===== src/rtl/output_gain.sv =====
// Master-volume and saturation stage ahead of the delta-sigma DAC: serial shift-add
// gain (volume/16), floor shift, 14-bit saturation. Optional: OUTPUT_GAIN_VOLUME_RAMP_EN.
module output_gain #(
  parameter int IN_W  = 16,
  parameter int OUT_W = 14,
  parameter int SHIFT = 4
) (
  input  logic                    clk_i,
  input  logic                    rst_ni,
  input  logic                    sample_valid_i,
  input  logic signed [IN_W-1:0]  sample_i,
  input  logic [3:0]              volume_i,
  output logic                    ready_o,
  output logic                    audio_valid_o,
  output logic signed [OUT_W-1:0] audio_o,
  output logic                    overrun_o,
  input  logic                    overrun_clr_i
);

  localparam int ACC_W = IN_W + 5;
  localparam logic signed [ACC_W-1:0] SAT_MAX = ACC_W'(2**(OUT_W-1) - 1);
  localparam logic signed [ACC_W-1:0] SAT_MIN = -SAT_MAX - 1;

  typedef enum logic [1:0] {S_IDLE, S_MUL, S_SAT} state_t;

  state_t                   r_state, w_state_nxt;
  logic signed [IN_W-1:0]   r_sample;
  logic [3:0]               r_vol;
  logic signed [ACC_W-1:0]  r_acc;
  logic [1:0]               r_bit_cnt;
  logic signed [OUT_W-1:0]  r_audio;
  logic                     r_audio_valid;
  logic                     r_overrun;

  logic [3:0]               w_vol_cap;
  logic signed [ACC_W-1:0]  w_ext;
  logic signed [ACC_W-1:0]  w_addend;
  logic signed [ACC_W-1:0]  w_shifted;
  logic signed [OUT_W-1:0]  w_sat;

`ifdef OUTPUT_GAIN_VOLUME_RAMP_EN
  // Effective volume moves one step per captured sample toward volume_i.
  logic [3:0] r_eff_vol;

  always_comb begin
    w_vol_cap = r_eff_vol;
    if (r_eff_vol < volume_i)      w_vol_cap = r_eff_vol + 4'd1;
    else if (r_eff_vol > volume_i) w_vol_cap = r_eff_vol - 4'd1;
  end

  always_ff @(posedge clk_i or negedge rst_ni) begin
    if (!rst_ni)                                 r_eff_vol <= '0;
    else if (r_state == S_IDLE && sample_valid_i) r_eff_vol <= w_vol_cap;
  end
`else
  assign w_vol_cap = volume_i;
`endif

  always_ff @(posedge clk_i or negedge rst_ni) begin
    if (!rst_ni) r_state <= S_IDLE;
    else         r_state <= w_state_nxt;
  end

  // NOTE: every always_comb output gets a default first so no path leaves it unassigned (no latch).
  always_comb begin
    w_state_nxt = r_state;
    unique case (r_state)
      S_IDLE:  if (sample_valid_i) w_state_nxt = S_MUL;
      S_MUL:   if (r_bit_cnt == 2'd3) w_state_nxt = S_SAT;
      S_SAT:   w_state_nxt = S_IDLE;
      default: w_state_nxt = S_IDLE;
    endcase
  end

  assign w_ext    = {{(ACC_W-IN_W){r_sample[IN_W-1]}}, r_sample};
  assign w_addend = w_ext <<< r_bit_cnt;

  // Arithmetic shift gives floor rounding for negative products.
  assign w_shifted = r_acc >>> SHIFT;

  always_comb begin
    w_sat = w_shifted[OUT_W-1:0];
    if (w_shifted > SAT_MAX)      w_sat = SAT_MAX[OUT_W-1:0];
    else if (w_shifted < SAT_MIN) w_sat = SAT_MIN[OUT_W-1:0];
  end

  // NOTE: sequential state uses non-blocking assignments only; the datapath registers
  // are reset too so an aborted sample leaves nothing behind.
  always_ff @(posedge clk_i or negedge rst_ni) begin
    if (!rst_ni) begin
      r_sample      <= '0;
      r_vol         <= '0;
      r_acc         <= '0;
      r_bit_cnt     <= '0;
      r_audio       <= '0;
      r_audio_valid <= 1'b0;
      r_overrun     <= 1'b0;
    end else begin
      r_audio_valid <= 1'b0;
      unique case (r_state)
        S_IDLE: begin
          if (sample_valid_i) begin
            r_sample  <= sample_i;
            r_vol     <= w_vol_cap;
            r_acc     <= '0;
            r_bit_cnt <= '0;
          end
        end
        S_MUL: begin
          if (r_vol[r_bit_cnt]) r_acc <= r_acc + w_addend;
          r_bit_cnt <= r_bit_cnt + 2'd1;
        end
        S_SAT: begin
          r_audio       <= w_sat;
          r_audio_valid <= 1'b1;
        end
        default: ;
      endcase

      // A drop in the same cycle as a clear keeps the flag set.
      if (sample_valid_i && r_state != S_IDLE) r_overrun <= 1'b1;
      else if (overrun_clr_i)                  r_overrun <= 1'b0;
    end
  end

  assign ready_o       = (r_state == S_IDLE);
  assign audio_valid_o = r_audio_valid;
  assign audio_o       = r_audio;
  assign overrun_o     = r_overrun;

endmodule


===== config.mk =====
export PLATFORM = sky130hd
export DESIGN_NAME = output_gain
export DESIGN_NICKNAME = d
export VERILOG_FILES = /design/src/rtl/output_gain.sv
export SDC_FILE = /design/constraint.sdc
export NUM_CORES = 1
export LEC_CHECK = 0
export ABC_AREA = 0
export CAP_MARGIN = 15
export CELL_PAD_IN_SITES_DETAIL_PLACEMENT = 1
export CELL_PAD_IN_SITES_GLOBAL_PLACEMENT = 2
export CORE_MARGIN = 2
export CORE_UTILIZATION = 30
export CTS_BUF_LIST = sky130_fd_sc_hd__clkbuf_4 sky130_fd_sc_hd__clkbuf_8
export DETAILED_ROUTE_END_ITERATION = 10
export PLACE_DENSITY_LB_ADDON = 0.1
export SLEW_MARGIN = 10
export SYNTH_ARGS = -nofsm -noshare
export SYNTH_HDL_FRONTEND = slang
export SYNTH_SLANG_ARGS = --single-unit

===== constraint.sdc =====
create_clock -name clk_i -period 4.45 [get_ports clk_i]
set_clock_uncertainty 0.15 [all_clocks]
set_input_delay 0.89 -clock clk_i [delete_from_list [all_inputs] [get_ports clk_i]]
set_output_delay 0.89 -clock clk_i [all_outputs]
set_load 0.03 [all_outputs]

Yosys cells after proc, flatten, opt, wreduce, memory -nomap -nowiden
Cells that the tools add are included.
- logic and storage cells: 44
- bits in registers: 61
- output and inout bits: 17
- muxes and demuxes: 15
- $lt $le $gt $ge: 3
- reductions and logical operators: 9
- equality and inequality tests: 6
- $add $sub $neg: 2
- shifts and indexed selects: 1
- operator list (kind ; number):
    21-bit 2-to-1 mux ; 2
    21-bit case mux with 2 select lines ; 1
    14-bit 2-to-1 mux ; 2
    21-bit adder ; 1
    16-bit by 2-bit <<< shifter with 21-bit output ; 1
    17-bit by 14-bit > comparator with 1-bit output, second input constant ; 1
    17-bit by 14-bit less-than comparator with 1-bit output, second input constant ; 1
    2-bit case mux with 2 select lines ; 2
    2-bit 2-to-1 mux ; 3
    2-bit inequality test, second input constant ; 3
    2-bit AND reduction ; 3
    2-bit nonzero test ; 3
    2-bit equality test, second input constant ; 2
    1-bit 2-to-1 mux ; 4
    2-bit by 3-bit less-than comparator with 1-bit output, second input constant ; 1
    3-bit AND reduction ; 1
    2-bit by 1-bit adder with 2-bit output, second input constant ; 1
    1-bit binary-select mux with 2-bit select ; 1
    2-bit by 1-bit equality test with 1-bit output, second input constant ; 1
    2-bit zero test ; 1
    1-bit logical AND ; 1

Logic depth before layout (Yosys ltp)
Gate-level depths: netlist of run 1.
- depth in word-level cells: 4
- depth in mapped cells: 15
- mapped depth without buffers: 12

Worst setup path after synthesis of run 1
Ideal clock, no wire load.
- kind: register to register
- from: reg r_bit_cnt[0]
- to: reg r_acc[20]
- setup slack: 0.867 ns
- buffers on the path: 3
- library setup time: 0.131 ns
- period minus slack after synthesis: 3.583 ns
- arrival: 3.302 ns
- cell stages (with the launch flop): 13
- cell sequence: dfrtp_1 -> buf_6 -> clkbuf_1 -> mux4_2 -> ha_1 -> a21o_1 -> nand2b_4 -> o211a_1 -> or3_1 -> buf_2 -> and2_4 -> a2111oi_2 -> nand2_1
- longest elaborated chain between the ends: 4
- elaborated cells on any way between the ends: 8
- those cells by class: add/sub (1); eq/ne (1); shift (1); mux (4); reduce/logical (1)
- ends and longest elaborated chain (item ; RTL line ; RTL):
    from (decl) ; 30 ; logic [1:0] r_bit_cnt;
    from (signal assigned) ; 111 ; r_bit_cnt <= r_bit_cnt + 2'd1;
    16-bit by 2-bit <<< shifter with 21-bit output / 1-bit binary-select mux with 2-bit select (equally long branches) ; 76, 110 ;
    21-bit adder / 1-bit 2-to-1 mux (equally long branches) ; 110 ; if (r_vol[r_bit_cnt]) r_acc <= r_acc + w_addend;
    21-bit 2-to-1 mux / 2-bit inequality test (equally long branches) ; - ;
    21-bit case mux with 2 select lines / 3-bit AND reduction (equally long branches) ; - ;
    to (signal assigned) ; 110 ;
    to (decl) ; 29 ; logic signed [ACC_W-1:0] r_acc;
Several ways; a longest one is shown, not always the timed one. The select of a mux whose other input is x is not followed.
A chain may end at the register's enable or synchronous reset.

Worst setup path in the final report of run 1
Same ends and word-level chain as after synthesis.

==> results of run 1 <==
[cell usage in the layout (no fill, tap or decap), drive strengths merged, types with 10 or more instances in the layout]
cell,synthesis,final
nor2,14,14
inv,10,10
o21ai,41,41
xor2,13,13
clkdlybuf4s50,0,39
mux2,23,23
clkbuf,19,13
ha,21,21
mux4,10,10
a21oi,30,30
dfrtp,61,61
nand2,50,50
nand3,21,21
[state kept, by name (all words and copies together) (netlist names)]
name	cells
audio_o	14
audio_valid_o	1
overrun_o	1
r_acc	21
r_bit_cnt	2
r_sample	16
r_state	2
r_vol	4
[path summary, 6_finish.rpt]
check	slack, ps	depth (start not counted)	end	start
min reg2reg	320	2	audio_o[5]	audio_o[5]
max reg2reg	890	10	r_acc[20]	r_bit_cnt[0]
max in group asynchronous	2810	2	r_sample[6]	rst_ni
max	890	10	r_acc[20]	r_bit_cnt[0]
min	320	2	audio_o[5]	audio_o[5]
min in group asynchronous	490	1	overrun_o	rst_ni
[area by class of cell]
type	instances	share of cell area (%)
repair buffers	44	9.29
clock inverters	2	0.219
multi-input cells	301	48.1
inverters	10	0.820
clock buffers	13	3.50
well taps	172	4.70
flip-flops and latches	61	33.3
[through the flow]
step                utilization (%)  area (um^2)
floorplan                         -         3870
global placement               34.9         4410
detailed placement             34.9         4410
CTS                            36.3         4580
global route                   36.3         4580
finish                         36.3         4580
[worst max-delay path: cells and delay by family, from the launching register on]
| kind | cells | cell delay, ps |
|---|---|---|
| AOI/OAI and AO/OA | 2 | 400 |
| adders and majority gates | 1 | 410 |
| buffers and inverters | 1 | 330 |
| DFF | 1 | 740 |
| muxes | 1 | 540 |
| and+or+nand+nor | 5 | 870 |
[cell families after synthesis]
family / after synthesis / synth area share (%)
xor gates and xnor gates: 19 / 4.30
muxes: 41 / 14.7
and+or+nand+nor: 111 / 13.4
adders and majority gates: 22 / 7.31
DFF: 61 / 39.5
buffers and inverters: 32 / 3.53
AOI/OAI and AO/OA: 108 / 17.3
[per-layer routing]
layer  share of wire (%)  wire, um  global-route usage [%]  vias to the layer above
met4                 1.9       187                    6.33                        0
li1                    -         -                       -                     1490
met2                  42      4040                    22.8                       49
met3                 3.0       293                    2.52                       12
met5                   0         0                       0                        -
met1                  53      5150                    21.0                     1496
==> flow_summary_export.csv, run 1 <==
group,metric,value,unit
logic_synthesis,yosysWarnings,0,
logic_synthesis,yosysTopAreaCell,"dfrtp_1",
logic_synthesis,synth-seq-cells,61,
timing,rsz0062_at_grt,"no",
die,core-area,12600,um^2
timing,tns,0,ps
logic_synthesis,mappedNetlistNets,440,
status,outcome,"complete, no violations",
drt,drtAntennaViolNets,0,
drt,avgViaCountPerCell,5.05,
cts,root_buffer,"clkbuf_8",
logic_synthesis,async_flop_share,100,%
die,row_count,41,
global_routing,grt_max_degree,38,
logic_synthesis,syn_area,3870,um^2
cts,ctsHoldBuffers,0,
die,dieArea,13800,um^2
place,dpl.cell_count,588,
timing,setup_viol,0,
drt,drtIter0Drc,92,
logic_synthesis,synth_ff_type,"dfrtp_1",
min_path,min_path_type,"register to register",
place,place_ws,865,ps
timing,fin_crit_sh,80.0,%
cts,htreeDepth,3,
worst_setup_path,path_max_fanout,16,
logic_synthesis,ys_seq_area_share,39.5,%
cts,post-cts-setup-buffers,0,
worst_setup_path,cpPeakStageDelay,740,ps
global_routing,grt-ovfl-total,0,
job,cap_violations,0,
global_routing,grt_pass1_vias,3194,
final_layout,fin_cells,603,
cts,cts_tree,"built",
worst_setup_path,end_kind,"register",
final_layout,fillers,1476,
worst_setup_path,slowest_stage,"dfrtp_1",
worst_setup_path,startpoint_type,"register",
logic_synthesis,post-synth-top-count-cell,"dfrtp_1",
drt,drt_wl_total,9680,um
place,port_buffers,40,
worst_setup_path,worst_ep_arrival_time,3640,ps
logic_synthesis,netlist_top_cells_area,"dfrtp_1, ha_1, mux2_2",
timing,hold_viol_final,0,
final_layout,drive_above_1_share,13.9,%
die,dieHeight,118,um
worst_setup_path,cp.required,4530,ps
drt,num_vias,3047,
worst_setup_path,crit_chain,"buf_4 > mux4_2 > ha_1 > nand2_1 > nor2_1 > o211a_1 > or3_1 > and2_4 > a2111oi_2 > nand2_1",
drt,drt-pass1-iter-count,4,
final_layout,seqCellArea,1530,um^2
die,ios,41,
timing,finalMaxSlewViolations,0,
logic_synthesis,yosysUniqueCellTypes,48,
timing,worst_slew_pin_slew,863,ps
die,initial_core_util,30.6,%
place,gp_congestion,0.856,
final_layout,area_growth,18.4,%
worst_setup_path,worst-setup-path-type,"register to register",
logic_synthesis,synthCells,394,
drt,routedWlPerCell,16.0,um
timing,hold_slack,316,ps
logic_synthesis,synth_edf_count,0,
drt,drc,0,
final_layout,final_nets,473,
timing,clock.fmax,0.281,GHz
cts,cts_buffers,9,
logic_synthesis,avgSynthCellArea,9.81,um^2
timing,period_minus_slack,3560,ps
cts,post_cts_resized,0,
logic_synthesis,yosys-top-cells-count,"dfrtp_1, nand2_1, o21ai_0, a21oi_1, mux2_2",
worst_setup_path,cpMostUsedCell,"nand2_1",
cts,cts.clk_slew.worst_paths,60,ps
cts,clock_path_buffers,2,
place,dp_hpwl,7420,um
timing,setup_slack,888,ps
cts,clock_latency,360,ps
global_routing,antenna_found_initial,0,
timing,relSlewSlack,42.5,%
cts,cts.sinks,61,
global_routing,grt_first_pass_wirelength,16600,um
die,chipWidth,118,um
logic_synthesis,yosys.area.top_type_share,39.5,%
final_layout,diodes,0,
final_layout,multi_input_area,2200,um^2
global_routing,grtUsageTotal,15.0,%
Power of run 1 is not shown: default switching activity piles up to over one toggle a cycle in this logic, so the estimate is an artifact.
==> run 2: changes to the inputs <==
==> constraint.sdc (replaced) <==
create_clock -name clk_i -period 3.2 [get_ports clk_i]
set_clock_uncertainty 0.15 [all_clocks]
set_input_delay 0.64 -clock clk_i [delete_from_list [all_inputs] [get_ports clk_i]]
set_output_delay 0.64 -clock clk_i [all_outputs]
set_load 0.03 [all_outputs]
==> run 2 against run 1 <==
Compared with the run above: wire length grew 3.8%; hold slack lost 270 ps; die area did not move; non-clock buffer count up 20; critical path depth unchanged; register-to-register slack worse by 770 ps; via count up 1.3%; first-iteration DRC count decreased by 3.3%; critical endpoint unchanged; final cell count grew 3.5%.
==> flow_summary_export.csv, run 2 (synthesis gave the netlist of run 1 again) <==
group,metric,value,unit
status,outcome,"complete, no violations",
die,initial_core_util,30.6,%
cts,clock_path_buffers,2,
die,ios,41,
worst_setup_path,worst_ep_arrival_time,3170,ps
worst_setup_path,path_max_fanout,20,
drt,routedWlPerCell,16.1,um
worst_setup_path,crit_buf_inv,1,
place,gp_congestion,0.858,
final_layout,area_growth,25.2,%
drt,drc,0,
drt,avgViaCountPerCell,4.95,
global_routing,grt_max_degree,38,
cts,htreeDepth,3,
die,dieArea,13800,um^2
timing,clock.fmax,0.325,GHz
drt,drt-pass1-iter-count,4,
final_layout,drive_above_1_share,19.2,%
timing,worst_slew_pin_slew,710,ps
worst_setup_path,end_kind,"register",
worst_setup_path,cp.required,3290,ps
timing,hold_slack,50.3,ps
timing,relSlewSlack,52.7,%
cts,root_buffer,"clkbuf_8",
timing,finalMaxSlewViolations,0,
timing,period_minus_slack,3080,ps
die,dieHeight,118,um
min_path,min_path_type,"input pin to asynchronous set/reset pin",
cts,cts_tree,"built",
cts,ctsHoldBuffers,0,
drt,drtIter0Drc,89,
global_routing,grt_pass1_vias,3147,
timing,hold_viol_final,0,
place,port_buffers,40,
global_routing,grt-ovfl-total,0,
cts,cts.sinks,61,
job,cap_violations,0,
cts,cts.clk_slew.worst_paths,70,ps
timing,fin_crit_sh,96.2,%
worst_setup_path,startpoint_type,"register",
worst_setup_path,worst-setup-path-type,"register to register",
timing,rsz0062_at_grt,"yes",
die,row_count,41,
drt,num_vias,3088,
global_routing,grtUsageTotal,15.5,%
place,dp_hpwl,7880,um
cts,clock_latency,360,ps
cts,post-cts-setup-buffers,0,
final_layout,final_nets,493,
final_layout,diodes,0,
timing,setup_viol,0,
worst_setup_path,slowest_stage,"mux4_2",
global_routing,grt_first_pass_wirelength,16800,um
worst_setup_path,cpPeakStageDelay,550,ps
final_layout,largest_reg_flops,21,
die,chipWidth,118,um
final_layout,regMostFlops,"r_acc",
worst_setup_path,critPathTopFamily,"simple AND/OR/NAND/NOR gates",
global_routing,antenna_found_initial,0,
drt,drtAntennaViolNets,0,
final_layout,final_common_cell,"dfrtp_1",
die,core-area,12600,um^2
cts,cts_buffers,9,
drt,drt_wl_total,10000,um
final_layout,final_cell_mix,"dfrtp_1, nand2_1, clkdlybuf4s50_1",
worst_setup_path,crit_chain,"buf_12 > mux4_2 > ha_4 > a21o_1 > nand2b_4 > o211a_1 > or3_1 > and2_4 > a2111oi_2 > nand2_1",
run 2: routing by layer:
layer | share of wire, % | GRT usage, % | vias up
li1 | - | - | 1534
met1 | 53 | 22.6 | 1488
met2 | 42 | 22.4 | 54
met3 | 3.4 | 3.05 | 12
met4 | 1.5 | 6.17 | 0
met5 | 0 | 0 | -
run 2: cell type report:
class	count	area, um^2
fill	1462	7780
multi-input combinational	301	2230
sequential	61	1530
timing repair buffer	64	588
tap	172	215
clock buffer	13	179
clock inverter	3	65.1
inverter	10	37.5
run 2: worst paths after layout:
check | startpoint | end | slack [ps] | depth (start not counted)
worst max-delay path | r_bit_cnt[0] | r_acc[20] | 120 | 10
worst min-delay path | rst_ni | overrun_o | 50 | 1
worst max register to register | r_bit_cnt[0] | r_acc[20] | 120 | 10
worst min register to register | audio_o[5] | audio_o[5] | 310 | 2
max in group asynchronous | rst_ni | r_bit_cnt[1] | 2150 | 2
min in group clk_i | audio_o[5] | audio_o[5] | 310 | 2
run 2: through the flow:
step                      cells  TNS [ps]  setup slack [ps]  utilization [%]  area (um^2)
after floorplan             394         0              56.8                -         3890
after detailed placement    608         0              74.4             36.3         4580
after CTS                   624         0              71.7             38.3         4830
after global placement      608         0              95.2             36.3         4580
final                       624         0               122             38.4         4840
after global routing        624     -1.73             -1.73             38.4         4840
run 2: worst reg2reg max path, delay by kind of cell, from the launching register on:
kind | cells | cell delay (ps)
compound gates | 3 | 660
fa+ha+maj | 1 | 260
buf+inv | 1 | 180
flops | 1 | 380
mux | 1 | 550
simple gates | 4 | 790
run 2: timing repair:
action                     4_1_cts  5_1_grt
setup endpoints to repair        0        6
gates resized for setup          0        7
hold endpoints to repair         0        0
Power of run 2 is left out for the same reason.
==> run 3: changes to the inputs <==
--- a/config.mk
+++ b/config.mk
@@ -6,7 +6,6 @@
 export NUM_CORES = 1
 export LEC_CHECK = 0
 export ABC_AREA = 0
-export CAP_MARGIN = 15
 export CELL_PAD_IN_SITES_DETAIL_PLACEMENT = 1
 export CELL_PAD_IN_SITES_GLOBAL_PLACEMENT = 2
 export CORE_MARGIN = 2
==> results of run 3 <==
Final layout, timing and power as in run 2 (identical DEF).
Power of run 3 is left out for the same reason.
==> RTL change, RTL diff (settings of run 2) <==
`IN_W`: 16 -> 32.
--- a/src/rtl/output_gain.sv
+++ b/src/rtl/output_gain.sv
@@ -3,3 +3,3 @@
 module output_gain #(
-  parameter int IN_W  = 16,
+  parameter int IN_W  = 32,
   parameter int OUT_W = 14,
Ports: changed (resized sample_i); port bits go from 41 to 57. The function was not compared with the original's and may differ.
==> RTL change against run 2 <==
  * Global-route usage increased by 4.1 points
  * The flow now finishes with violations (negative setup slack)
  * Design area is 89% higher
  * Critical path depth increased by 5
  * Sequential cell count increased by 32
  * Final cell count increased by 74%
  * Worst hold slack worse by 0.035 ns
  * Area after synthesis up 63%
  * Setup slack got worse by 0.40 ns
  * Routed wire length rose by 110%
Power is not shown: default switching activity piles up to over one toggle a cycle in this logic, so the estimate is an artifact.
==> RTL change: results (changes against run 2) <==
* Fillers at 2359 (was 1462)
* Iter 0 DRT Violations at 169 (was 89)
* Mux cell area share after synthesis at 0.179 (was 0.147)
* NumNets Final at 884 (was 493)
* Violated checks: negative setup slack
* Top cells by area, synth: dfrtp_1, mux4_2, ha_1, mux2_2, o21ai_0 (was dfrtp_1, ha_1, mux2_2, mux4_2, o21ai_0)
* Fin cells at 1086 (was 624)
* Status: finished with violations (was complete, no violations)
* Synth top cells by count: dfrtp_1, o21ai_0, nand2_1 (was dfrtp_1, nand2_1, o21ai_0)
* Clock Latency Late Sink at 0.41 ns (was 0.36 ns)
* Post-place setup slack at -0.525 ns (was 0.0744 ns)
* Total GRT Usage at 0.196 (was 0.155)
* Post-Synth Adder-Cell Area at 0.0765 (was 0.0731)
* Worst-path fanout max at 5 (was 20)
* Initial antenna violation count at 0 (unchanged)
* Setup violators final at 19 (was 0)
* Complex-gate fraction of the synthesized area at 0.176 (was 0.173)
* XOR/XNOR Fraction of Synth Area at 0.0458 (was 0.0430)
* PortBufs at 56 (was 40)
* Clk slew on worst S/H paths at 0.11 ns (was 0.07 ns)
* Vias in the first global route at 6131 (was 3147)
* Syn_nets at 709 (was 440)
* Worst path arrival time at 3.62 ns (was 3.17 ns)
* Largest net degree at the start of global routing at 54 (was 38)
* Placed Cells incl. Taps at 1039 (was 608)
* Crit path max-delay family: compound AO/OA/AOI/OAI gates (was simple AND/OR/NAND/NOR gates)
* Setup WS post-layout at -0.276 ns (was 0.122 ns)
* Slew at the pin closest to its max-slew limit at 0.924 ns (was 0.710 ns)
* CTS max path bufs at 2 (unchanged)
* HP Class: in2async (unchanged)
* Syn Inst Count at 631 (was 394)
* Slowest cell delay on critical path at 0.53 ns (was 0.55 ns)
* Max reg flops at 37 (was 21)
* Vias per std cell at 5.16 (was 4.95)
* Routability cong. at 0.860 (was 0.858)
* Avg WL per Cell at 19.3 um (was 16.1 um)
* Share of cells above drive strength 1 at 0.392 (was 0.192)
* First-pass GRT wire length at 33.8 mm (was 16.8 mm)
* DP HPWL at 15.4 mm (was 7.88 mm)
* Distinct cells, synth at 56 (was 48)
* Slowest CP cell: mux4_2 (unchanged)
* Seq/Total Area, Yosys at 0.369 (was 0.395)
RTL change: path summary, 6_finish.rpt:
| kind | from | endpoint | slack [ns] | cells after the start |
|---|---|---|---|---|
| min | rst_ni | audio_valid_o | 0.01 | 1 |
| min reg2reg | audio_o[6] | audio_o[6] | 0.34 | 2 |
| max | r_bit_cnt[0] | r_acc[32] | -0.28 | 15 |
| max in group asynchronous | rst_ni | r_sample[29] | 2.16 | 2 |
| max reg2reg | r_bit_cnt[0] | r_acc[32] | -0.28 | 15 |
| min in group clk_i | audio_o[6] | audio_o[6] | 0.34 | 2 |
RTL change: repair_timing:
item | in CTS | in global routing
hold buffers | 0 | 0
gates resized for setup | 82 | 33
buffers inserted | 24 | 10
endpoints found under the setup margin | 22 | 25
hold endpoints to repair | 0 | 0
gates cloned | 1 | 0
pin swaps | 66 | 37
RTL change: cells by family (layout without fill, tap and decap cells):
group / count (synthesis) / in the layout
compound gates: 184 / 184
simple gates: 152 / 152
flops: 93 / 93
mux: 73 / 73
buf+inv: 58 / 238
fa+ha+maj: 38 / 38
xor+xnor: 33 / 33
RTL change: area by class of cell:
cell class / instances / area share
flip-flops and latches: 93 / 0.255
multi-input cells: 480 / 0.479
clock inverters: 6 / 0.00630
well taps: 275 / 0.0376
inverters: 19 / 0.00780
clock buffers: 10 / 0.0151
repair buffers: 203 / 0.199
RTL change: worst reg2reg max path: stages (launching register included):
cell      delay (ns)
dfrtp_2         0.44
buf_12          0.13
buf_16          0.12
mux4_2          0.53
ha_4            0.19
a21o_1          0.20
a211oi_2        0.21
o21ai_1         0.09
a31oi_1         0.17
o31a_2          0.20
buf_4           0.11
a21oi_1         0.06
or3b_4          0.42
a21oi_4         0.15
xnor2_2         0.12
o21ai_1         0.08
RTL change: metrics by stage:
| stage | setup TNS (ns) | hold slack (ns) | cell area [um^2] |
|---|---|---|---|
| finish | -2.78 | 0.0149 | 9140 |
| global route | -6.19 | 0.0454 | 9140 |
| CTS | -3.70 | 0.0306 | 8910 |
| detailed placement | -7.09 | 0.320 | 8030 |
| global placement | -6.62 | 0.312 | 8030 |
| floorplan | -1.36 | 0.194 | 6360 |
RTL change: per-layer routing:
metal | part of all wire | track usage | vias up
li1 | - | - | 2685
met1 | 0.44 | 0.249 | 2829
met4 | 0.024 | 0.0667 | 0
met2 | 0.51 | 0.346 | 66
met3 | 0.022 | 0.0235 | 26
met5 | 0 | 0 | -
